File: config.mk
export PLATFORM = sky130hd
export DESIGN_NAME = nibble_serial_add_ctrl
export DESIGN_NICKNAME = d
export VERILOG_FILES = /design/src/rtl/nibble_serial_add_ctrl.sv
export SDC_FILE = /design/constraint.sdc
export NUM_CORES = 1
export LEC_CHECK = 0
export CORE_MARGIN = 4
export CORE_UTILIZATION = 55
export CTS_CLUSTER_SIZE = 40
export DETAILED_ROUTE_END_ITERATION = 8
export DONT_BUFFER_PORTS = 1
export PLACE_DENSITY = 0.73
export SETUP_SLACK_MARGIN = 0.1
export SYNTH_ARGS = -nofsm -noshare
export SYNTH_HDL_FRONTEND = slang
export SYNTH_SLANG_ARGS = --single-unit
File: constraint.sdc
create_clock -name clk -period 8.7 [get_ports clk]
set_input_delay 0.87 -clock clk [delete_from_list [all_inputs] [get_ports clk]]
set_output_delay 0.87 -clock clk [all_outputs]
set_load 0.01 [all_outputs]
File: src/rtl/nibble_serial_add_ctrl.sv
// Serial WIDTH-bit add/subtract controller that reuses one 4-bit ripple slice per cycle.
// The carry between nibbles is registered, and the result is returned on a valid/ready handshake.
module nibble_serial_add_ctrl #(
    parameter int unsigned WIDTH = 16
) (
    input  logic             clk,
    input  logic             rst_n,
    input  logic             in_valid,
    output logic             in_ready,
    input  logic [WIDTH-1:0] op_a,
    input  logic [WIDTH-1:0] op_b,
    input  logic             sub,
    output logic             out_valid,
    input  logic             out_ready,
    output logic [WIDTH-1:0] sum,
    output logic             cout,
    output logic             ovf,
    output logic             busy
);

    localparam int unsigned NIB  = WIDTH / 4;
    localparam int unsigned IDXW = (NIB > 1) ? $clog2(NIB) : 1;
    localparam logic [IDXW-1:0] LastIdx = IDXW'(NIB - 1);

    localparam logic [1:0] StIdle = 2'd0;
    localparam logic [1:0] StRun  = 2'd1;
    localparam logic [1:0] StDone = 2'd2;

    logic [1:0]       r_state;
    logic [1:0]       w_state_nxt;
    logic [WIDTH-1:0] r_a;
    logic [WIDTH-1:0] r_b;
    logic             r_carry;
    logic [IDXW-1:0]  r_idx;
    logic [WIDTH-1:0] r_sum;
    logic             r_cout;
    logic             r_ovf;

    logic [IDXW+1:0]  w_base;
    logic [3:0]       w_a_nib;
    logic [3:0]       w_b_nib;
    logic [4:0]       w_nib_sum;
    logic             w_accept;
    logic             w_consume;
    logic             w_last;
    logic             w_ovf;

    assign w_accept  = in_valid && (r_state == StIdle);
    assign w_consume = out_ready && (r_state == StDone);
    assign w_last    = (r_state == StRun) && (r_idx == LastIdx);

    // Shared 4-bit slice: operand nibbles selected by the current iteration index.
    always_comb begin
        w_base    = {r_idx, 2'b00};
        w_a_nib   = r_a[w_base +: 4];
        w_b_nib   = r_b[w_base +: 4];
        w_nib_sum = {1'b0, w_a_nib} + {1'b0, w_b_nib} + {4'b0000, r_carry};
        w_ovf     = (r_a[WIDTH-1] == r_b[WIDTH-1]) && (w_nib_sum[3] != r_a[WIDTH-1]);
    end

    always_comb begin
        w_state_nxt = r_state;
        case (r_state)
            StIdle:  if (w_accept)  w_state_nxt = StRun;
            StRun:   if (w_last)    w_state_nxt = StDone;
            StDone:  if (w_consume) w_state_nxt = StIdle;
            default:                w_state_nxt = StIdle;
        endcase
    end

    always_ff @(posedge clk or negedge rst_n) begin
        if (!rst_n) begin
            r_state <= StIdle;
        end else begin
            r_state <= w_state_nxt;
        end
    end

    always_ff @(posedge clk or negedge rst_n) begin
        if (!rst_n) begin
            r_a     <= '0;
            r_b     <= '0;
            r_carry <= 1'b0;
            r_idx   <= '0;
            r_sum   <= '0;
            r_cout  <= 1'b0;
            r_ovf   <= 1'b0;
        end else if (w_accept) begin
            // Subtract is folded into the operands: A + ~B + 1.
            r_a     <= op_a;
            r_b     <= sub ? ~op_b : op_b;
            r_carry <= sub;
            r_idx   <= '0;
        end else if (r_state == StRun) begin
            r_sum[w_base +: 4] <= w_nib_sum[3:0];
            r_carry            <= w_nib_sum[4];
            r_idx              <= r_idx + 1'b1;
            if (w_last) begin
                r_cout <= w_nib_sum[4];
                r_ovf  <= w_ovf;
            end
        end
    end

    assign in_ready  = (r_state == StIdle);
    assign out_valid = (r_state == StDone);
    assign busy      = (r_state == StRun) || (r_state == StDone);
    assign sum       = r_sum;
    assign cout      = r_cout;
    assign ovf       = r_ovf;

endmodule

======== Yosys cells after proc, flatten, opt, wreduce, memory -nomap -nowiden ========
Index checks and enable logic that the tools add are counted.
storage, ports and cells
  memory bits (read-only) ................. 0
  bits in writable memories ............... 0
  latch bits .............................. 0
  register bits after elaboration ......... 55
  input port bits ......................... 37
  word-level logic and storage cells ...... 46
  output and inout port bits .............. 21
  memories kept ........................... 0
operators by class
  multipliers ............................. 0
  equality and inequality tests ........... 8
  mux-type cells .......................... 10
  shift-type cells ........................ 4
  bitwise operators ....................... 2
  add/subtract/negate cells ............... 4
  divide/modulo/power cells ............... 0
  magnitude comparators ................... 0
  reductions and logical operators ........ 10
operators by type and width
  cell                    number
  $shiftx 16x5->4         2
  $bwmux 16               1
  $mux 16                 1
  $not 16->16             1
  $shift 4x6->16 const A  1
  $shiftx 4x6->16         1
  $mux 2                  5
  $neg 4->6               1
  $pmux 2 s3              1
  $reduce_and 3->1        2
  $add 4x4->5             1
  $add 5x1->5             1
  $eq 2x2->1 const B      2
  $logic_and 1x1->1       4
  $ne 2x1->1 const B      2
  $add 2x1->2 const B     1
  $eq 2x1->1 const B      1
  $logic_not 2->1         1
  $mux 1                  2
  $ne 2x2->1 const B      1
  $reduce_and 2->1        1
  $reduce_bool 2->1       1
  $eq 1x1->1              1
  $logic_or 1x1->1        1
  2 further kinds         2

======== Depth between registers and ports, before layout ========
Gate-level depths: netlist of the first run.
  word-level depth ........................ 5
  depth in mapped cells ................... 8
  gate-level depth less buffers ........... 7

======== Worst setup path after synthesis of the first run ========
OpenSTA, ideal clock, no wires.
  path type ............................... reg2reg
  start ................................... register r_idx[0]
  end ..................................... register r_carry
  data arrival time ....................... 2.629 ns
  stages on the path, launching flop included .. 9
  required time ........................... 8.580 ns
  buffers on the path ..................... 1
  slack ................................... 5.951 ns
  clock period less this slack ............ 2.749 ns
  cells stage by stage .................... dfrtp_1 > buf_4 > mux4_2 > fa_1 > fa_1 > a21o_1 > a21oi_1 > a21oi_1 > a31o_2
on the way
  word-level cells in the longest chain between the ends .. 5
ends and longest elaborated chain
  element                                    RTL line  source
  from (decl)                                34        logic [IDXW-1:0] r_idx;
  from (signal assigned)                     97        r_idx <= r_idx + 1'b1;
  $shiftx 16x5->4, on equally long branches  55, 56
  $add 4x4->5 *                              57        w_nib_sum = {1'b0, w_a_nib} + {1'b0, w_b_nib} + {4'b0000, r_carry};
  $add 5x1->5 *                              57
  $mux 1 *                                   94        end else if (r_state == StRun) begin
  $mux 1 *                                   88        end else if (w_accept) begin
  to (signal assigned)                       92        r_carry <= sub;
  to (signal assigned)                       96        r_carry <= w_nib_sum[4];
  to (decl)                                  33        logic r_carry;
Mark *: on every way between the ends. The rest lies on a longest branch, timed or not. The select of a mux whose other input is x is not followed.
A chain may end at the register's enable or synchronous reset.

======== Worst setup path in the final report of the first run ========
Ends and elaborated chain as after synthesis.

==> results.toml, run 1 <==
[grt]
overflow = 0
track_usage_pct = 17.46
grt_pass1_wl_um = 8418
grt_max_degree = 56
antenna_found_initial = 0
grt_pass1_vias = 1744

[clock_tree]
clkSlewWorstSetupHoldPaths_ns = 0.10
htree_levels = 2
cts.sinks = 55
worstSkewPairLatency_ns = 0.31
cts_resized = 0
cts_buffers = 5
cts-root-buf = "clkbuf_8"
clockBufferDepth = 2
hold_buffers = 0
cts_setup_buffers = 0
cts_tree = "done"

[floorplanning]
die_w_um = 78.17
ios = 58
die_height_um = 78.17
core_area_um2 = 4755
die-area_um2 = 6110
core.rowCount = 25
start_util_pct = 56.95

[synthesis]
synthFlopType = "dfrtp_1"
synth_cell_types = 31
syn-num-nets = 274
async_reset_ff_share_pct = 100.0
synth-edff-count = 0
syn_area_per_cell_um2 = 12.14
synthCells = 223
synth_top_area_share_pct = 50.83
ys_seq_elements = 55
synthTopCellsByArea = "dfrtp_1 (51%), mux2_2 (6.7%), mux4_2 (6.7%)"
yosysTopAreaCell = "dfrtp_1"
syn_area_um2 = 2708
yosysSeqAreaShare_pct = 50.83
ys_warn_count = 0

[detailed_routing]
wl_per_cell_um = 16.64
drtIter0Drc = 82
remaining_drc_errors = 0
wl_um = 4810
firstDrtPassIters = 4
vias = 1607
antenna_left = 0
viasPerCell = 5.561

[sta]
slew_viol_final = 0
layout_min_cycle_time_ns = 3.127
setup_viol = 0
hold_viol = 0
grt_setup_unrepaired = "false"
slew_headroom_pct = 46.93
max_clock_freq_mhz = 319.8
worstMarginPinSlew_ns = 0.7960
worst_hold_slack_ns = 0.2477
tns_ns = 0
fin_skew_ns = 0.007126
fin_ws_ns = 5.573
fin_crit_sh_pct = 35.95

[final_layout]
fillers = 407
nets = 272
drive_above_1_share_pct = 15.77
areaGrowthSynthToFinish_pct = 4.298
num_antenna_cells = 0
final_area_um2 = 2824

[worst_setup_path]
worstPathCellList = "mux4_2 -> fa_1 -> fa_1 -> a21o_1 -> a21oi_1 -> a21oi_1 -> a31o_2"
crit_type = "reg2reg"
cp.required_ns = 8.91
cp_max_fo = 17
crit_family = "flip-flops"
slowest_delay_ns = 0.87
critPathSlowestCell = "dfrtp_1"
critical_path_buf_inv_count = 0
crit_path_end_kind = "register"
cp-start-kind = "register"
cp_data_arrival_time_ns = 3.34
r2r_slack_ns = 5.57

[placement]
io_buffers = 0
dp_hpwl_um = 3511
place_ws_ns = 5.548
placed_area_um2 = 2735
gp_congestion = 0.7527

[outcome]
status = "finished, final reports clean"

[power]
ir_worst_vdd_v = 0.0001625
p_leak_nw = 1.236
p_per_area_nw_per_um2 = 407.5

[run]
cap_violations = 0

[min_path]
hp-class = "in2async"
-- area by class of cell --
class                           count  area (um2)  share of cell area (%)
Clock inverter                      3       20.02                  0.7089
Multi-Input combinational cell    151        1241                   43.95
Inverter                            7       26.28                  0.9304
Clock buffer                        5       68.82                   2.437
Timing Repair Buffer                1       7.507                  0.2658
Sequential cell                    55        1376                   48.74
Tap cell                           67       83.83                   2.969
-- registers in the layout, summed over array words and instances, names as in the netlist --
| signal | cells |
|---|---|
| r_state | 2 |
| cout | 1 |
| sum | 16 |
| ovf | 1 |
| r_carry | 1 |
| r_a | 16 |
| r_b | 16 |
| r_idx | 2 |
-- routing by layer --
layer	up-vias	wire, um	track usage (%)
li1	780	-	-
met3	5	245	5.046
met4	0	35	4.196
met5	-	0	0
met2	45	2358	28.34
met1	777	2171	23.28
-- worst register-to-register path, cell delays in order, from the launching register on --
cell,delay [ns]
dfrtp_1,0.87
mux4_2,0.61
fa_1,0.45
fa_1,0.42
a21o_1,0.19
a21oi_1,0.17
a21oi_1,0.09
a31o_2,0.23
-- per-stage QoR --
step / power, mW / instances / utilization (%)
after floorplan: 0.9021 / 223 / -
after global placement: 1.011 / 281 / 57.53
after detailed placement: 1.027 / 281 / 57.53
after CTS: 1.169 / 289 / 59.39
after global routing: 1.258 / 289 / 59.39
final: 1.151 / 289 / 59.39
-- worst paths after layout --
kind                           from      end  cells past startpoint
max                        r_idx[0]  r_carry                      7
min                           rst_n   r_a[1]                      0
max reg2reg                r_idx[0]  r_carry                      7
min reg2reg                  r_b[3]   r_b[3]                      2
max in group asynchronous     rst_n   r_b[3]                      0
min in group clk             r_b[3]   r_b[3]                      2
-- report_power, final --
part           internal [mW]  switching, mW
clock network         0.0562         0.0830
registers              0.375          0.111
logic                  0.251          0.276
total                  0.681          0.469
-- cells in the mapped netlist, types with 2 or more instances --
cell	n
a21o_1	2
a21oi_1	4
a22o_1	13
buf_2	3
buf_4	4
clkbuf_1	2
dfrtp_1	55
fa_1	2
ha_1	12
inv_1	7
mux2_2	16
mux4_2	8
nand2_1	32
nand3_1	4
nor2_1	2
nor2b_1	2
nor3b_1	2
o21ai_0	23
xnor2_1	18
-- cells by family after synthesis --
group | synth area share, %
flip-flops | 50.83
AO/OA/AOI/OAI | 11.37
AND/OR/NAND/NOR | 7.625
multiplexers | 13.68
XOR/XNOR | 6.146
buffers and inverters | 3.327
adder cells (fa/ha/maj) | 7.024
-- layout by cell type (no fill, tap or decap), drive strengths merged --
| cell type | n |
|---|---|
| a21o | 2 |
| or3 | 1 |
| and3 | 1 |
| mux2 | 16 |
| and4 | 1 |
| o21ai | 23 |
| mux4 | 8 |
| dfrtp | 55 |
| a22o | 13 |
| inv | 7 |
| nor2 | 2 |
| xnor2 | 18 |
| fa | 2 |
| clkinv | 1 |
| buf | 1 |
| nor2b | 2 |
| ha | 12 |
| xor2 | 1 |
| clkbuf | 5 |
| a31o | 1 |
| a211o | 1 |
| o211ai | 1 |
| nor3b | 2 |
| and4b | 1 |
| mux2i | 1 |
| clkinvlp | 2 |
| a21oi | 5 |
| a222oi | 1 |
| nand3 | 4 |
| nand2 | 32 |
(Power assumes the default switching activity.)
==> run 2: changes to the inputs <==
Clock period 8.7 ns to 3.2 ns, I/O delays scaled along.
==> results.toml, run 2 (synthesis gave the netlist of run 1 again) <==
[worst_setup_path]
cp-start-kind = "register"
r2r_slack_ns = 0.57
crit_path_end_kind = "register"
cp_max_fo = 4
rr_worst_depth = 7
r2r-start = "r_idx[0]"
r2r-end = "r_carry"
cp_data_arrival_time_ns = 2.84
cp.required_ns = 3.41
crit_type = "reg2reg"

[placement]
gp_congestion = 0.8222
dp_hpwl_um = 3757
placed_area_um2 = 2765
io_buffers = 0

[run]
cap_violations = 0

[clock_tree]
cts_tree = "done"
hold_buffers = 2
cts_resized = 0
htree_levels = 2
cts.sinks = 55
worstSkewPairLatency_ns = 0.31
cts-root-buf = "clkbuf_8"
cts_setup_buffers = 0
clockBufferDepth = 2
clkSlewWorstSetupHoldPaths_ns = 0.10
cts_buffers = 5

[sta]
worst_hold_slack_ns = 0.09589
tns_ns = 0
grt_setup_unrepaired = "false"
fin_crit_sh_pct = 82.10
fin_skew_ns = 0.009619
worstMarginPinSlew_ns = 0.5583
hold_viol = 0
slew_viol_final = 0
layout_min_cycle_time_ns = 2.627
slew_headroom_pct = 62.69
setup_viol = 0
max_clock_freq_mhz = 380.6

[final_layout]
drive_above_1_share_pct = 17.18
layout_common_cells = "dfrtp_1 (55), nand2_1 (32), o21ai_0 (23)"
num_antenna_cells = 0
final_common_cell = "dfrtp_1"
fillers = 413
areaGrowthSynthToFinish_pct = 6.747
final_area_um2 = 2890
nets = 278
final_util_pct = 60.79

[power]
p_leak_nw = 1.280
ir_worst_vdd_v = 0.0006258
p_per_area_nw_per_um2 = 1113

[grt]
grt_max_degree = 56
grt_pass1_vias = 1594
antenna_found_initial = 0
overflow = 0
grt_pass1_wl_um = 8190
track_usage_pct = 17.16

[detailed_routing]
viasPerCell = 5.599
vias = 1646
wl_per_cell_um = 16.91
antenna_left = 0
drtIter0Drc = 96
wl_um = 4972
remaining_drc_errors = 0
firstDrtPassIters = 4

[floorplanning]
core.rowCount = 25
die-area_um2 = 6110
die_height_um = 78.17
core_area_um2 = 4755
start_util_pct = 56.95
die_w_um = 78.17
ios = 58

[min_path]
min_to = "r_idx[0]"
hold_start = "in_valid"
min_path_cells = 1
hp-class = "in2reg"

[outcome]
status = "finished, final reports clean"
[run 2: cell count changes in the layout (fill, tap and decap cells not counted), sizes merged]
cell         previous run  this run
clkbuf                  5         6
clkinvlp                2         0
dlygate4sd3             0         1
buf                     1         6
[run 2: per-stage QoR]
stage	total power [mW]	cells	setup slack (ns)
final	3.217	294	0.5728
after global routing	3.478	294	0.4462
after CTS	3.246	294	0.5594
after detailed placement	2.845	285	0.5705
after global placement	2.790	285	0.6467
after floorplan	2.453	223	0.4507
[run 2: critical path, cell delays in order (launching register included)]
cell	delay [ns]
dfrtp_1	0.43
mux4_2	0.54
fa_1	0.44
fa_1	0.42
a21o_1	0.19
a21oi_1	0.19
a21oi_1	0.09
a31o_2	0.23
[run 2: layout make-up]
| class | count | area [um2] | share of cell area [%] |
|---|---|---|---|
| Multi-Input combinational cell | 151 | 1241 | 42.94 |
| Sequential cell | 55 | 1376 | 47.62 |
| Clock buffer | 6 | 82.58 | 2.857 |
| Tap cell | 67 | 83.83 | 2.900 |
| Inverter | 7 | 26.28 | 0.9091 |
| Timing Repair Buffer | 7 | 75.07 | 2.597 |
| Clock inverter | 1 | 5.005 | 0.1732 |
[run 2: routing by layer]
metal	vias to the layer above	share of wire (%)	track usage, %
li1	800	-	-
met1	789	44	22.61
met2	49	49	27.48
met3	8	5.3	5.161
met4	0	1.3	5.245
met5	-	0	0
[run 2: where the power goes]
group / internal, mW / leakage (nW) / switching (mW) / total, mW
sequential: 1.02 / 0.696 / 0.259 / 1.28
clock: 0.170 / 0.0470 / 0.217 / 0.387
combinational: 0.716 / 0.537 / 0.836 / 1.55
total: 1.91 / 1.28 / 1.31 / 3.22
[run 2: worst max path at each step]
stage	start	to	slack, ns	cells after the start
final	r_idx[0]	r_carry	0.57	7
after global routing	r_idx[0]	r_carry	0.45	7
after CTS	r_idx[0]	r_carry	0.56	7
after detailed placement	r_idx[0]	r_carry	0.57	7
after global placement	r_idx[0]	r_carry	0.65	7
after floorplan	r_idx[0]	r_carry	0.45	8
